[src/rtl/pc_unit.sv]
// Program counter with trap/redirect priority select and an optional return-address stack.
// The return-address stack is built only when PC_UNIT_RAS_EN is defined.
module pc_unit #(
   parameter int unsigned      WIDTH        = 32,
   parameter logic [WIDTH-1:0] RESET_VECTOR = '0,
   parameter logic [WIDTH-1:0] TRAP_VECTOR  = WIDTH'(32'h0000_0080),
   parameter int unsigned      INC          = 4,
   parameter int unsigned      RAS_DEPTH    = 4
) (
   input  logic             clk,
   input  logic             reset,
   input  logic             PCupdate,
   input  logic             trap,
   input  logic             redirect,
   input  logic [WIDTH-1:0] redirect_target,
   input  logic             call,
   input  logic             ret,
   output logic [WIDTH-1:0] PC,
   output logic [WIDTH-1:0] PC_next_seq,
   output logic             ras_empty,
   output logic             ras_full,
   output logic             ras_ovf
);

   // PC is held XOR RESET_VECTOR so an all-zero power-up state reads as RESET_VECTOR.
   logic [WIDTH-1:0] pc_enc;
   logic [WIDTH-1:0] pc_nxt;
   logic             ret_take;
   logic [WIDTH-1:0] ret_addr;

   assign PC          = pc_enc ^ RESET_VECTOR;
   assign PC_next_seq = PC + WIDTH'(INC);

`ifdef PC_UNIT_RAS_EN
   localparam int unsigned PW = $clog2(RAS_DEPTH);
   localparam int unsigned CW = $clog2(RAS_DEPTH + 1);

   logic [WIDTH-1:0] stack [RAS_DEPTH];
   logic [PW-1:0]    tp;
   logic [CW-1:0]    count;
   logic             ovf;
   logic             push;

   assign ras_empty = (count == '0);
   assign ras_full  = (count == CW'(RAS_DEPTH));
   assign ras_ovf   = ovf;
   assign push      = PCupdate && !trap && redirect && call;
   assign ret_take  = PCupdate && !trap && !redirect && ret && !ras_empty;
   assign ret_addr  = stack[tp - PW'(1)];

   // tp is the next write slot; when full it already points at the oldest entry.
   always_ff @(posedge clk) begin
      if (reset) begin
         tp    <= '0;
         count <= '0;
         ovf   <= 1'b0;
      end else if (push) begin
         tp <= tp + PW'(1);
         if (ras_full) ovf   <= 1'b1;
         else          count <= count + CW'(1);
      end else if (ret_take) begin
         tp    <= tp - PW'(1);
         count <= count - CW'(1);
      end
   end

   // Stack contents carry no reset.
   always_ff @(posedge clk) begin
      if (!reset && push) stack[tp] <= PC_next_seq;
   end
`else
   logic unused_ras;

   assign unused_ras = ^{call, ret};
   assign ras_empty  = 1'b1;
   assign ras_full   = 1'b0;
   assign ras_ovf    = 1'b0;
   assign ret_take   = 1'b0;
   assign ret_addr   = '0;
`endif

   always_comb begin
      pc_nxt = PC_next_seq;
      if (trap)          pc_nxt = TRAP_VECTOR;
      else if (redirect) pc_nxt = redirect_target;
      else if (ret_take) pc_nxt = ret_addr;
   end

   always_ff @(posedge clk) begin
      if (reset)         pc_enc <= '0;
      else if (PCupdate) pc_enc <= pc_nxt ^ RESET_VECTOR;
   end

endmodule

[config.mk]
export PLATFORM = sky130hd
export DESIGN_NAME = pc_unit
export DESIGN_NICKNAME = d
export VERILOG_FILES = /design/src/rtl/pc_unit.sv
export SDC_FILE = /design/constraint.sdc
export NUM_CORES = 1
export LEC_CHECK = 0
export ABC_AREA = 1
export ABC_CLOCK_PERIOD_IN_PS = 1330
export CAP_MARGIN = 40
export CORE_MARGIN = 4
export CORE_UTILIZATION = 38
export DETAILED_ROUTE_END_ITERATION = 7
export PLACE_DENSITY = 0.77
export SLEW_MARGIN = 20
export SYNTH_ARGS = -nofsm -noshare
export SYNTH_HDL_FRONTEND = slang
export SYNTH_SLANG_ARGS = --single-unit
[constraint.sdc]
create_clock -name clk -period 1.33 [get_ports clk]
set_input_delay 0.133 -clock clk [delete_from_list [all_inputs] [get_ports clk]]
set_output_delay 0.133 -clock clk [all_outputs]
set_load 0.005 [all_outputs]
==> summary.md <==
| Metric | Value |
|---|---|
| Number of hold buffers added after cts | `0` |
| Unique masters post-synth | `24` |
| Total negative slack | `-21.02 ns` |
| Routability cong. | `~0.9` |
| Arr. time, crit path | `1.77 ns` |
| Cells after Synth | `429` |
| Die ar. | `0.007614 sq mm` |
| DRC | `0` |
| DP Cell Count | `652` |
| Final wirelength | `12950 um` |
| Vias per cell | `around 5.5` |
| Clk slew on worst S/H paths | `0.08 ns` |
| First-pass GRT wire length | `17660 um` |
| Setup Viol. Count Final | `55` |
| Failing checks | `negative setup slack` |
| Clk_skew | `0.01504 ns` |
| Io pins | `106` |
| Max-slew violation count | `0` |
| Tcrit/Tclk final | `1.429` |
| Max FFs per register | `32` |
| Crit path max fanout | `5` |
| Final worst slack | `-0.5708 ns` |
| Place WS | `-0.4822 ns` |
| RSZ-0062 raised after global routing | `true` |
| Leak | `2.325 nW` |
| Hold Crit Class | `primary input to flip-flop` |
| Post-route insts no fill | `702` |
| Number of global-route vias before repair | `3720` |
| First-pass detailed-route iteration total | `5` |
| Clock buffer depth | `2` |
| Register area share after synthesis | `0.2683` |
| Most common cell after layout, fill and taps aside | `nand2_1` |
| Die Wd | `slightly below 90 um` |
| Final Total Pwr | `2.561 mW` |
| Nets | `approximately 670` |
| Initial antenna violation count | `0` |
| GRT Util Overall | `0.2924` |
| Diodes inserted | `0` |
| Pwr dens | `~520 mW/mm^2` |
| Worst Setup End Kind | `primary output` |
| DP HPWL | `6834 um` |
| H-tree Lvls | `2` |
| CP Data Required Time | `1.20 ns` |
| Critical setup path kind | `flip-flop to primary output` |
| Row cnt | `28` |
| Status | `finished with violations` |
| Initial Util | `0.3962` |
| Area Overhead vs Synth | `105.1%` |
| Largest net degree at the start of global routing | `26` |
| Share of layout cells above drive strength 1 | `0.4577` |
| Routed Antenna Nets | `0` |
| Final Critical Period | `approximately 1.9 ns` |
| Filler Cells Inserted | `375` |
| CP Launch Type | `flip-flop` |
| Synth Register Bits | `32` |
| YS warnings | `0` |
| Syn Std Cell Area | `0.002387 sq mm` |
| Routed len/inst | `18.45 um` |
| Mean Syn Cell Area | `5.565 sq um` |
| DR iter-0 viols | `410` |
| Cts bufs inserted | `5` |
| CTS tree | `yes` |
| VDD IR max | `0.5096 mV` |
| Clk sinks | `32` |
| Root Driver | `clkbuf_8` |
| Core area | `around 0.006 sq mm` |
| Max Fclk | `526.1 MHz` |
| Vias after detailed routing | `3889` |
| Max-cap viol count | `0` |
| Most frequent cells in the layout | `nand2_1, buf_4, nor2_1, clkdlybuf4s50_1, nand2_2` |
| Die height | `87.26 um` |
| IO Port Bufs | `100` |
| Clock Latency Late Sink | `around 0.30 ns` |
| Remaining global-route overflow | `0` |
| Final hold violations | `0` |
-- worst max-delay path, cell delays in order, from the launching register on --
cell,delay [ns]
dfxtp_4,0.39
ha_4,0.18
nand2_4,0.06
nor2_4,0.14
nand2_4,0.11
buf_6,0.15
nor2_4,0.11
nand2_1,0.07
nand2_1,0.07
nand2_2,0.07
buf_6,0.12
-- Yosys cell counts --
| cell | n | area (sq um) |
|---|---|---|
| nand3_1 | 25 | 125.1 |
| ha_1 | 1 | 12.51 |
| nand3b_1 | 2 | 15.01 |
| buf_4 | 5 | 37.54 |
| a21oi_1 | 33 | 165.2 |
| and2_1 | 1 | 6.260 |
| xor2_1 | 4 | 35.03 |
| inv_2 | 2 | 7.510 |
| o21bai_1 | 1 | 7.510 |
| nand2_2 | 3 | 18.77 |
| conb_1 | 2 | 7.510 |
| inv_1 | 34 | 127.6 |
| buf_2 | 6 | 30.03 |
| xnor2_1 | 4 | 35.03 |
| or2_1 | 1 | 6.260 |
| nor2_1 | 86 | 322.8 |
| clkbuf_1 | 7 | 26.28 |
| nor2_2 | 6 | 37.54 |
| nand2_4 | 1 | 11.26 |
| nor2_4 | 4 | 45.04 |
| nand2_1 | 143 | 536.8 |
| o21ai_1 | 5 | 25.02 |
| dfxtp_1 | 32 | 640.6 |
| o21ai_0 | 21 | 105.1 |
-- stage by stage --
stage	area (sq um)	utilization	hold WS (ns)
3_5_place_dp	3956	0.6566	0.4862
5_1_grt	4897	0.8127	0.4268
4_1_cts	4577	0.7596	0.4239
3_3_place_gp	3956	0.6566	0.4760
2_1_floorplan	2417	-	0.2021
6_report	4897	0.8127	0.4035
-- power by group --
| group | switching [mW] | internal (mW) | leakage [nW] | total (mW) |
|---|---|---|---|---|
| Combinational | 0.319 | 0.368 | 2.00 | 0.688 |
| Clock | 0.409 | 0.423 | 0.0455 | 0.833 |
| Sequential | 0.0543 | 0.987 | 0.278 | 1.04 |
| Total | 0.783 | 1.78 | 2.33 | 2.56 |
-- cells by family (layout without fill, tap and decap cells) --
kind of cell	after synthesis	count (layout)	share of synthesized area
AND/OR/NAND/NOR	272	272	0.4712
AO/OA/AOI/OAI	60	60	0.1268
buffers and inverters	54	251	0.09592
flip-flops	32	32	0.2683
XOR/XNOR	8	8	0.02935
other	2	3	0.003146
adder cells (fa/ha/maj)	1	1	0.005240
-- worst paths after layout --
| kind | cells after the start | slack, ns | start | end |
|---|---|---|---|---|
| min reg2reg | 2 | 0.48 | PC[0] | PC[0] |
| max reg2reg | 13 | -0.57 | PC[2] | PC[27] |
| min | 3 | 0.40 | redirect_target[0] | PC[0] |
| max | 10 | -0.57 | PC[2] | PC_next_seq[30] |
-- metal layers --
| metal | wire, um | GRT usage | vias up |
|---|---|---|---|
| met4 | 897 | 0.1241 | 0 |
| met5 | 0 | 0 | - |
| met3 | 1246 | 0.05676 | 93 |
| met2 | 6083 | 0.5301 | 310 |
| li1 | - | - | 1720 |
| met1 | 4722 | 0.3295 | 1766 |
-- cell type report --
class	instances	area, sq um	share of cell area
multi-input combinational	344	2036	0.4157
timing repair buffer	207	1831	0.3738
sequential	32	706.9	0.1444
inverter	36	140.1	0.02862
tap	75	93.84	0.01916
clock buffer	8	90.09	0.01840
-- what timing repair did --
item                       4_1_cts  5_1_grt
setup endpoints to repair       84       63
buffers inserted                38       13
gates resized for setup        273       73
pin swaps                       59       43
Power figures use the tool's default switching activity.
